--- src/rtl/shreg_piso_reader_if.sv ---
// -----------------------------------------------------------------------------
// shreg_piso_reader_if
//   Bundles the load-side and drain-side handshakes of shreg_piso_reader.
//   Ports (signals):
//     load_valid  source -> reader   frame offered on load_data
//     load_ready  reader -> source   frame accepted when load_valid & load_ready
//     load_data   source -> reader   WIDTH*DEPTH frame, word k at [k*WIDTH +: WIDTH]
//     q           reader -> sink     current serial word (registered)
//     q_valid     reader -> sink     q holds a valid word
//     q_ready     sink   -> reader   word taken when q_valid & q_ready
//     q_last      reader -> sink     q is the final word of the frame
//   Modports: slave = the reader itself, master = the environment driving it.
// -----------------------------------------------------------------------------
interface shreg_piso_reader_if #(
    parameter int WIDTH = 1,
    parameter int DEPTH = 8
) ();
    logic                     load_valid;
    logic                     load_ready;
    logic [WIDTH*DEPTH-1:0]   load_data;
    logic [WIDTH-1:0]         q;
    logic                     q_valid;
    logic                     q_ready;
    logic                     q_last;

    modport slave (
        input  load_valid, load_data, q_ready,
        output load_ready, q, q_valid, q_last
    );

    modport master (
        output load_valid, load_data, q_ready,
        input  load_ready, q, q_valid, q_last
    );
endinterface

--- src/rtl/shreg_piso_reader.sv ---
// -----------------------------------------------------------------------------
// shreg_piso_reader
//   Parallel-in / serial-out drain for a WIDTH x DEPTH shift chain. A whole
//   frame is captured on one load handshake and emitted word 0 first, one word
//   per q transfer. A new frame may be loaded on the cycle the last word of the
//   current frame is taken, so back-to-back frames stream without a bubble.
//   Ports:
//     clk  rising-edge clock
//     r    asynchronous active-high reset, clears every flop immediately
//     bus  shreg_piso_reader_if.slave (load and q handshakes)
// -----------------------------------------------------------------------------
module shreg_piso_reader #(
    parameter int WIDTH = 1,
    parameter int DEPTH = 8
) (
    input  logic                  clk,
    input  logic                  r,
    shreg_piso_reader_if.slave    bus
);
    localparam int CNT_W = (DEPTH > 1) ? $clog2(DEPTH) : 1;
    localparam logic [CNT_W-1:0] CNT_LAST = CNT_W'(DEPTH - 1);

    typedef enum logic {
        IDLE  = 1'b0,
        SHIFT = 1'b1
    } state_e;

    state_e            state_q, state_d;
    logic [CNT_W-1:0]  cnt_q, cnt_d;
    logic [WIDTH-1:0]  stage_q [DEPTH];
    logic [WIDTH-1:0]  stage_d [DEPTH];

    logic at_last;
    logic transfer;
    logic load_fire;

    assign at_last   = (cnt_q == CNT_LAST);
    assign transfer  = (state_q == SHIFT) && bus.q_ready;
    assign load_fire = bus.load_valid && bus.load_ready;

    // ---------------------------------------------------------------- state reg
    // NOTE: sequential state uses non-blocking assignments so every flop
    // samples the pre-edge value of its neighbours; blocking here would let
    // the shift chain collapse within a single edge.
    always_ff @(posedge clk or posedge r) begin
        if (r) begin
            state_q <= IDLE;
        end else begin
            state_q <= state_d;
        end
    end

    // ---------------------------------------------------------- next state
    // NOTE: every always_comb output gets a default on entry, otherwise a
    // path that skips the assignment infers a latch.
    always_comb begin
        state_d = state_q;
        unique case (state_q)
            IDLE:  if (bus.load_valid) state_d = SHIFT;
            SHIFT: if (transfer && at_last && !bus.load_valid) state_d = IDLE;
            default: state_d = IDLE;
        endcase
    end

    // -------------------------------------------------------------- outputs
    // load_ready looks at q_ready but never at load_valid, so the source can
    // safely make load_valid depend on load_ready.
    always_comb begin
        bus.load_ready = 1'b0;
        bus.q_valid    = 1'b0;
        bus.q_last     = 1'b0;
        unique case (state_q)
            IDLE: begin
                bus.load_ready = 1'b1;
            end
            SHIFT: begin
                bus.q_valid    = 1'b1;
                bus.q_last     = at_last;
                bus.load_ready = at_last && bus.q_ready;
            end
            default: ;
        endcase
    end

    // Stage 0 is a flop, so q is registered and load_data never reaches it
    // combinationally. Idle stages are always zero, which makes q=0 in IDLE.
    assign bus.q = stage_q[0];

    // ------------------------------------------------------------- datapath
    always_comb begin
        cnt_d   = cnt_q;
        stage_d = stage_q;
        if (load_fire) begin
            cnt_d = '0;
            for (int k = 0; k < DEPTH; k++) begin
                stage_d[k] = bus.load_data[k*WIDTH +: WIDTH];
            end
        end else if (transfer) begin
            if (at_last) begin
                // Frame drained with nothing queued: flush to the idle image.
                cnt_d = '0;
                for (int k = 0; k < DEPTH; k++) begin
                    stage_d[k] = '0;
                end
            end else begin
                cnt_d = cnt_q + CNT_W'(1);
                for (int k = 0; k < DEPTH - 1; k++) begin
                    stage_d[k] = stage_q[k+1];
                end
                stage_d[DEPTH-1] = '0;
            end
        end
    end

    // NOTE: the stage array is reset on purpose even though it is storage:
    // the asynchronous clear both meets the reset contract and stops the
    // chain from being packed into shift-register LUTs, keeping it in FDCEs.
    always_ff @(posedge clk or posedge r) begin
        if (r) begin
            cnt_q <= '0;
            for (int k = 0; k < DEPTH; k++) begin
                stage_q[k] <= '0;
            end
        end else begin
            cnt_q   <= cnt_d;
            stage_q <= stage_d;
        end
    end
endmodule

--- src/flat_wrapper.sv ---
// flat-port wrapper written by rule: the top's interface ports become plain ports
module shreg_piso_reader_flat 
#(
    parameter int WIDTH = 1,
    parameter int DEPTH = 8
)
  (clk, r, bus_load_valid, bus_load_data, bus_q_ready, bus_load_ready, bus_q, bus_q_valid, bus_q_last);
  shreg_piso_reader_if #(.WIDTH(WIDTH), .DEPTH(DEPTH)) bus_i ();
  input  logic clk;
  input  logic r;
  input wire logic [$bits(bus_i.load_valid)-1:0] bus_load_valid;
  input wire logic [$bits(bus_i.load_data)-1:0] bus_load_data;
  input wire logic [$bits(bus_i.q_ready)-1:0] bus_q_ready;
  output wire logic [$bits(bus_i.load_ready)-1:0] bus_load_ready;
  output wire logic [$bits(bus_i.q)-1:0] bus_q;
  output wire logic [$bits(bus_i.q_valid)-1:0] bus_q_valid;
  output wire logic [$bits(bus_i.q_last)-1:0] bus_q_last;
  assign bus_i.load_valid = bus_load_valid;
  assign bus_i.load_data = bus_load_data;
  assign bus_i.q_ready = bus_q_ready;
  assign bus_load_ready = bus_i.load_ready;
  assign bus_q = bus_i.q;
  assign bus_q_valid = bus_i.q_valid;
  assign bus_q_last = bus_i.q_last;
  shreg_piso_reader #(.WIDTH(WIDTH), .DEPTH(DEPTH)) u_core (.clk(clk), .r(r), .bus(bus_i));
endmodule
--- config.mk ---
export PLATFORM = sky130hd
export DESIGN_NAME = shreg_piso_reader_flat
export DESIGN_NICKNAME = d
export VERILOG_FILES = /design/src/rtl/shreg_piso_reader_if.sv /design/src/rtl/shreg_piso_reader.sv /design/src/flat_wrapper.sv
export SDC_FILE = /design/constraint.sdc
export NUM_CORES = 1
export LEC_CHECK = 0
export ABC_AREA = 1
export BUFFER_PORTS_ARGS = -buffer_cell sky130_fd_sc_hd__buf_2
export CAP_MARGIN = 5
export CELL_PAD_IN_SITES_DETAIL_PLACEMENT = 1
export CELL_PAD_IN_SITES_GLOBAL_PLACEMENT = 2
export CORE_ASPECT_RATIO = 0.7
export CORE_UTILIZATION = 30
export CTS_CLUSTER_DIAMETER = 150
export DETAILED_ROUTE_END_ITERATION = 7
export GPL_ROUTABILITY_DRIVEN = 0
export PLACE_DENSITY = 0.85
export SETUP_SLACK_MARGIN = 0.1
export SLEW_MARGIN = 20
export SYNTH_ARGS = -nofsm -noshare
export SYNTH_HDL_FRONTEND = slang
export SYNTH_SLANG_ARGS = --single-unit
--- constraint.sdc ---
create_clock -name clk -period 3.5 [get_ports clk]
set_clock_uncertainty 0.05 [all_clocks]
set_input_delay 0.175 -clock clk [delete_from_list [all_inputs] [get_ports clk]]
set_output_delay 0.175 -clock clk [all_outputs]
set_load 0.02 [all_outputs]
==> run_results.csv, run 1 <==
group,metric,value,unit
outcome,status,"completed",
synth,syn_nets,105,
finish,n_antenna_cell,0,
critical_path,cp_data_required_time,3270,ps
die,dieArea,0.002445,mm²
run,maxCapViolCount,0,
pwr,switching_share,38.57,%
pwr,seqPwrFrac,45.4,%
sta,final_max_slew_viol_count,0,
finish,most-common-layout-cells,"nand2_1, nand3_1, buf_2",
pwr,vdd_drop_max,176.7,µV
synth,synth-xor-area-share,0,%
clocking,root_buffer,"clkbuf_4",
critical_path,cp-start-kind,"register",
grt,first_global_vias,639,
synth,synth.area.mux_share,0,%
clocking,path_clk_slew,80,ps
synth,ys_ff_latch,12,
detailed_routing,drc,0,
critical_path,worstPathCellList,"ha_1, ha_1, nand2_1, nand2_1, buf_2",
grt,grt_usage,17.23,%
grt,grt_pass1_wl,3070,µm
pwr,leakage,0.4830,nW
die,pin_count,16,
critical_path,cp-end-kind,"output pin",
clocking,cts_setup_buffers,0,
detailed_routing,ant_nets,0,
pwr,switchingPower,0.0001806,W
detailed_routing,drtIter0Drc,7,
synth,syn_inst,91,
grt,grt_max_degree,13,
pwr,power_density,591.2,mW/mm²
finish,fin_nets,123,
sta,setup_viol,0,
placement,pre_cts_ws,1688,ps
die,die_width,58.67,µm
synth,yosys.area_share.simple,37.11,%
critical_path,crit_fanout,11,
sta,max_freq,526.1,MHz
detailed_routing,drt_first_pass_iters,4,
sta,finalCritPeriodShare,54.30,%
clocking,cts_resized,0,
pwr,p_clk_share,18.6,%
clocking,cts.sinks,12,
critical_path,crit_arrival,1680,ps
finish,drive_gt1_share,22.43,%
placement,io_buffers,15,
detailed_routing,via_per_inst,4.460,
finish,fillCellCount,257,
synth,synth_top_family_by_area,"simple AND/OR/NAND/NOR gates",
pwr,p_int,0.0002877,W
sta,whs,82.99,ps
sta,rsz0062_at_grt,"false",
grt,gr-total-overflow,0,
critical_path,cp_slowest_cell,"dfrtp_1",
sta,final.setup.tns,0,ps
die,coreArea,0.001984,mm²
finish,layout_commonest_cell,"nand2_1",
pwr,p_comb_share,36.0,%
placement,hpwl,1233,µm
synth,ys_types,14,
clocking,cts_made_buffers,3,
critical_path,slowest_delay,400,ps
detailed_routing,vias,611,
critical_path,worst_path_dominant_cell_family,"flip-flops",
clocking,hold_buffers,1,
clocking,clkLatencyLatePin,270,ps
clocking,cts_max_path_buffers,2,
die,die_h,41.67,µm
synth,yosys_warnings,0,
grt,antenna_found_initial,0,
synth,synth_area,674.4,µm²
hold_path,hp-class,"in -> reg",
sta,hold_viol,0,
synth,syn_avg_cell_area,7.411,µm²
sta,finalCriticalPeriod,1901,ps
critical_path,worst-setup-path-type,"reg -> out",
finish,syn_to_final_growth,17.44,%
clocking,tritoncts,"built",
sta,finalWorstSetupSlack,1599,ps
synth,synthAdderAreaFrac,3.711,%
die,initial_utilization,33.98,%
synth,seq_area_frac_synth,44.53,%
detailed_routing,wirelength,1715,µm
die,rows,13,
clocking,htreeDepth,1,
sta,slew_headroom,62.65,%
synth,synth_compound_area_share,3.340,%
sta,worst_pin_slew,560.2,ps
detailed_routing,wire_per_inst,12.52,µm
critical_path,path_buf_inv,1,
state kept, by name, summed over array words and instances, names as in the netlist:
name / count
u_core.bus.q: 1
u_core.cnt_q: 3
u_core.stage_q: 7
u_core.state_q: 1
worst register-to-register path, stage by stage, from the launching register on:
cell     delay (ps)
dfrtp_1         400
ha_1            190
ha_1            210
nand2_1          70
nand2_1         260
nand2_2         310
nand2_1          90
nand3_1          80
nand2_1          60
cell usage after synthesis (all sizes together):
cell	instances	area share, %
ha	2	3.7
nand4	1	0.93
nand3	16	12
clkinv	1	0.56
nand2	41	24
buf	3	4.1
inv	12	6.7
o21ai	3	3.3
dfrtp	12	45
metrics by stage:
step / instances / utilization, % / power, W / instance area [µm²]
floorplan: 91 / - / 0.0003368 / 674.4
global placement: 133 / 38.27 / 0.0003770 / 759.5
detailed placement: 133 / 38.27 / 0.0003866 / 759.5
CTS: 137 / 39.91 / 0.0004777 / 792.0
global route: 137 / 39.91 / 0.0005210 / 792.0
finish: 137 / 39.91 / 0.0004683 / 792.0
layout make-up:
cell class	count	area, µm²	area share, %
inverters	13	48.80	6.161
well taps	30	37.54	4.739
clock buffers	3	22.52	2.844
flip-flops and latches	12	300.3	37.91
repair buffers	16	85.08	10.74
multi-input cells	63	297.8	37.60
layer usage:
metal	GRT usage, %	part of all wire (%)	up-vias
li1	-	-	315
met4	4.286	0	0
met2	23.45	42	13
met1	25.29	54	283
met5	0	0	-
met3	6.542	4.0	0
power by group through the flow:
| stage | logic, W | clock network, W | registers [W] |
|---|---|---|---|
| finish | 0.000169 | 0.0000870 | 0.000213 |
| global route | 0.000200 | 0.000103 | 0.000218 |
| CTS | 0.000173 | 0.0000923 | 0.000213 |
| detailed placement | 0.000171 | 0 | 0.000216 |
| global placement | 0.000165 | 0 | 0.000212 |
| floorplan | 0.000123 | 0 | 0.000214 |
path summary, 6_finish.rpt:
| kind | start | to | slack [ps] | cells after the start |
|---|---|---|---|---|
| worst max-delay path | u_core.cnt_q[1] | bus_load_ready | 1600 | 5 |
| min in group asynchronous | r | u_core.bus.q | 410 | 3 |
| worst max register to register | u_core.cnt_q[1] | u_core.stage_q[3] | 1690 | 8 |
| worst min register to register | u_core.bus.q | u_core.bus.q | 440 | 2 |
| max in group asynchronous | r | u_core.stage_q[0] | 2660 | 3 |
| worst min-delay path | bus_load_data[7] | u_core.stage_q[0] | 80 | 3 |
logic make-up (layout without fill, tap and decap cells):
| group | after synthesis | in the layout |
|---|---|---|
| AOI/OAI and AO/OA | 3 | 3 |
| adders and majority gates | 2 | 2 |
| buffers and inverters | 16 | 32 |
| DFF | 12 | 12 |
| and+or+nand+nor | 58 | 58 |
No activity file was read; power rests on OpenSTA's default activity.
==> inputs of run 2 (changes only) <==
ABC_AREA = 0   (was 1)
CORE_UTILIZATION = 29   (was 30)
PLACE_DENSITY = 0.78   (was 0.85)
clock period = 1.6 ns   (was 3.5 ns; I/O delays follow)
==> run_results.csv, run 2 <==
group,metric,value,unit
synth,synth_top_family_by_area,"compound AO/OA/AOI/OAI gates",
synth,ys_types,28,
detailed_routing,wirelength,2145,µm
clocking,tritoncts,"built",
finish,layout_commonest_cell,"buf_2",
synth,synth_common_cells,"dfrtp_1, nor2_1, o21ai_0",
die,pin_count,16,
synth,synthAdderAreaFrac,3.175,%
critical_path,crit-reg2reg-launch,"u_core.cnt_q[0]",
clocking,cts.sinks,12,
critical_path,rrSetupSlack,70,ps
die,dieArea,0.002934,mm²
critical_path,worst-setup-path-type,"reg -> out",
sta,whs,21.35,ps
detailed_routing,ant_nets,0,
synth,yosys.area_share.simple,20.95,%
synth,synthFlopType,"dfrtp_1",
synth,yosys_warnings,0,
critical_path,cp-start-kind,"register",
die,rows,15,
die,initial_utilization,31.34,%
clocking,path_clk_slew,50,ps
critical_path,cp-end-kind,"output pin",
finish,reg.largest.list,"u_core.stage_q (7), u_core.cnt_q (3)",
pwr,p_comb_share,49.2,%
critical_path,startpoint,"u_core.cnt_q[0]",
critical_path,worstPathCellList,"ha_2, ha_4, buf_6, nand2_4, nand2_4, buf_6",
finish,largest_reg_flops,7,
sta,slew_headroom,65.73,%
sta,setup_viol,0,
synth,ys_ff_latch,12,
detailed_routing,via_per_inst,5.036,
critical_path,r2r-end,"u_core.cnt_q[2]",
critical_path,critical_path_cell_count,6,
grt,first_global_vias,706,
run,maxCapViolCount,0,
grt,antenna_found_initial,0,
sta,hold_viol,0,
outcome,status,"completed",
critical_path,crit_fanout,5,
synth,syn_avg_cell_area,9.497,µm²
sta,final.setup.tns,0,ps
finish,max_flop_register,"u_core.stage_q",
finish,n_antenna_cell,0,
sta,worst_pin_slew,513.4,ps
clocking,root_buffer,"clkbuf_8",
clocking,htreeDepth,1,
detailed_routing,wire_per_inst,15.32,µm
sta,final_max_slew_viol_count,0,
synth,synth_compound_area_share,25.24,%
synth,seq_area_frac_synth,38.10,%
finish,fin_nets,122,
pwr,seqPwrFrac,33.5,%
synth,synth_area,788.3,µm²
critical_path,crit_arrival,1410,ps
sta,finalCriticalPeriod,1542,ps
die,die_h,45.62,µm
pwr,vdd_drop_max,669.7,µV
detailed_routing,vias,705,
pwr,switching_share,35.46,%
synth,synthTopCellsByArea,"dfrtp_1, o221a_1, nand2b_1",
placement,io_buffers,15,
detailed_routing,drt_first_pass_iters,4,
grt,gr-total-overflow,0,
clocking,cts_max_path_buffers,2,
synth,synth-xor-area-share,0,%
pwr,p_clk_share,17.3,%
pwr,leakage,0.4876,nW
synth,synth-edff-count,0,
clocking,cts_made_buffers,3,
critical_path,cp_data_required_time,1470,ps
critical_path,slowest_delay,390,ps
grt,grt_usage,15.95,%
detailed_routing,drtIter0Drc,20,
synth,synth_top_area_share,38.10,%
synth,syn_inst,83,
synth,yosys.area.top_type,"dfrtp_1",
finish,most-common-layout-cells,"buf_2, dfrtp_1, nor2_1",
synth,async_flop_share,100.0,%
finish,syn_to_final_growth,34.60,%
sta,rsz0062_at_grt,"true",
detailed_routing,drc,0,
die,die_width,64.32,µm
finish,drive_gt1_share,46.23,%
pwr,power_density,1480,mW/mm²
synth,synth.area.mux_share,4.603,%
grt,grt_pass1_wl,3415,µm
clocking,clkLatencyLatePin,240,ps
sta,finalCritPeriodShare,96.38,%
grt,grt_max_degree,13,
placement,hpwl,1487,µm
critical_path,path_buf_inv,2,
synth,synthMostInstantiatedCell,"dfrtp_1",
critical_path,worst_path_dominant_cell_family,"flip-flops",
critical_path,cp_slowest_cell,"dfrtp_1",
synth,syn_nets,97,
critical_path,rr_worst_depth,6,
die,coreArea,0.002515,mm²
pwr,p_int,0.001014,W
critical_path,crit_end,"bus_load_ready",
pwr,switchingPower,0.0005569,W
sta,max_freq,648.5,MHz
hold_path,hp-class,"in -> reg",
run 2: worst min-delay path by stage:
stage                          start                 to  cells past startpoint
CTS                 bus_load_data[0]       u_core.bus.q                      3
global placement                   r  u_core.stage_q[3]                      2
finish              bus_load_data[0]       u_core.bus.q                      3
floorplan                          r       u_core.bus.q                      1
detailed placement                 r  u_core.stage_q[3]                      2
global route        bus_load_data[0]       u_core.bus.q                      3
run 2: area by class of cell:
| class | instances | area (µm²) |
|---|---|---|
| multi-input cells | 62 | 488.0 |
| repair buffers | 26 | 177.7 |
| flip-flops and latches | 12 | 300.3 |
| well taps | 34 | 42.54 |
| inverters | 3 | 11.26 |
| clock buffers | 3 | 41.29 |
| fillers | 310 | 1454 |
run 2: cell families (layout without fill, tap and decap cells):
kind of cell,after synthesis,count (layout)
simple gates,32,32
flops,12,12
buf+inv,9,32
fa+ha+maj,2,2
mux,3,3
compound gates,25,25
run 2: per-stage QoR:
stage,instance area [µm²],worst slack (ps),total power (W),std cells,util (%)
2_1_floorplan,788.3,111.4,0.0009408,83,-
3_3_place_gp,899.6,49.69,0.001105,132,35.77
3_5_place_dp,899.6,14.69,0.001126,132,35.77
4_1_cts,994.7,64.82,0.001481,137,39.55
5_1_grt,1061,15.27,0.001693,140,42.19
6_report,1061,57.87,0.001571,140,42.19
run 2: layer usage:
| layer | part of all wire, % | vias to the layer above | track usage, % |
|---|---|---|---|
| met5 | 0 | - | 0 |
| met1 | 48 | 348 | 21.15 |
| met3 | 3.6 | 2 | 5.250 |
| met4 | 0.47 | 0 | 4.000 |
| li1 | - | 340 | - |
| met2 | 48 | 15 | 25.26 |
run 2: what timing repair did:
action / CTS / global route
hold buffers: 1 / 0
endpoints found under the hold margin: 12 / 0
endpoints found under the setup margin: 11 / 10
resized for setup: 14 / 13
pin swaps: 3 / 15
gates cloned: 1 / 0
setup buffers: 0 / 3
run 2: power by group through the flow:
stage | combinational, W | sequential [W] | clock (W)
detailed placement | 0.000614 | 0.000512 | 0
floorplan | 0.000432 | 0.000509 | 0
finish | 0.000772 | 0.000527 | 0.000272
CTS | 0.000681 | 0.000516 | 0.000284
global placement | 0.000595 | 0.000510 | 0
global route | 0.000855 | 0.000540 | 0.000298
run 2: tightest hold or removal path, delay by kind of cell:
kind / cells / cell delay, ps
and+or+nand+nor: 2 / 100
buffers and inverters: 1 / 90
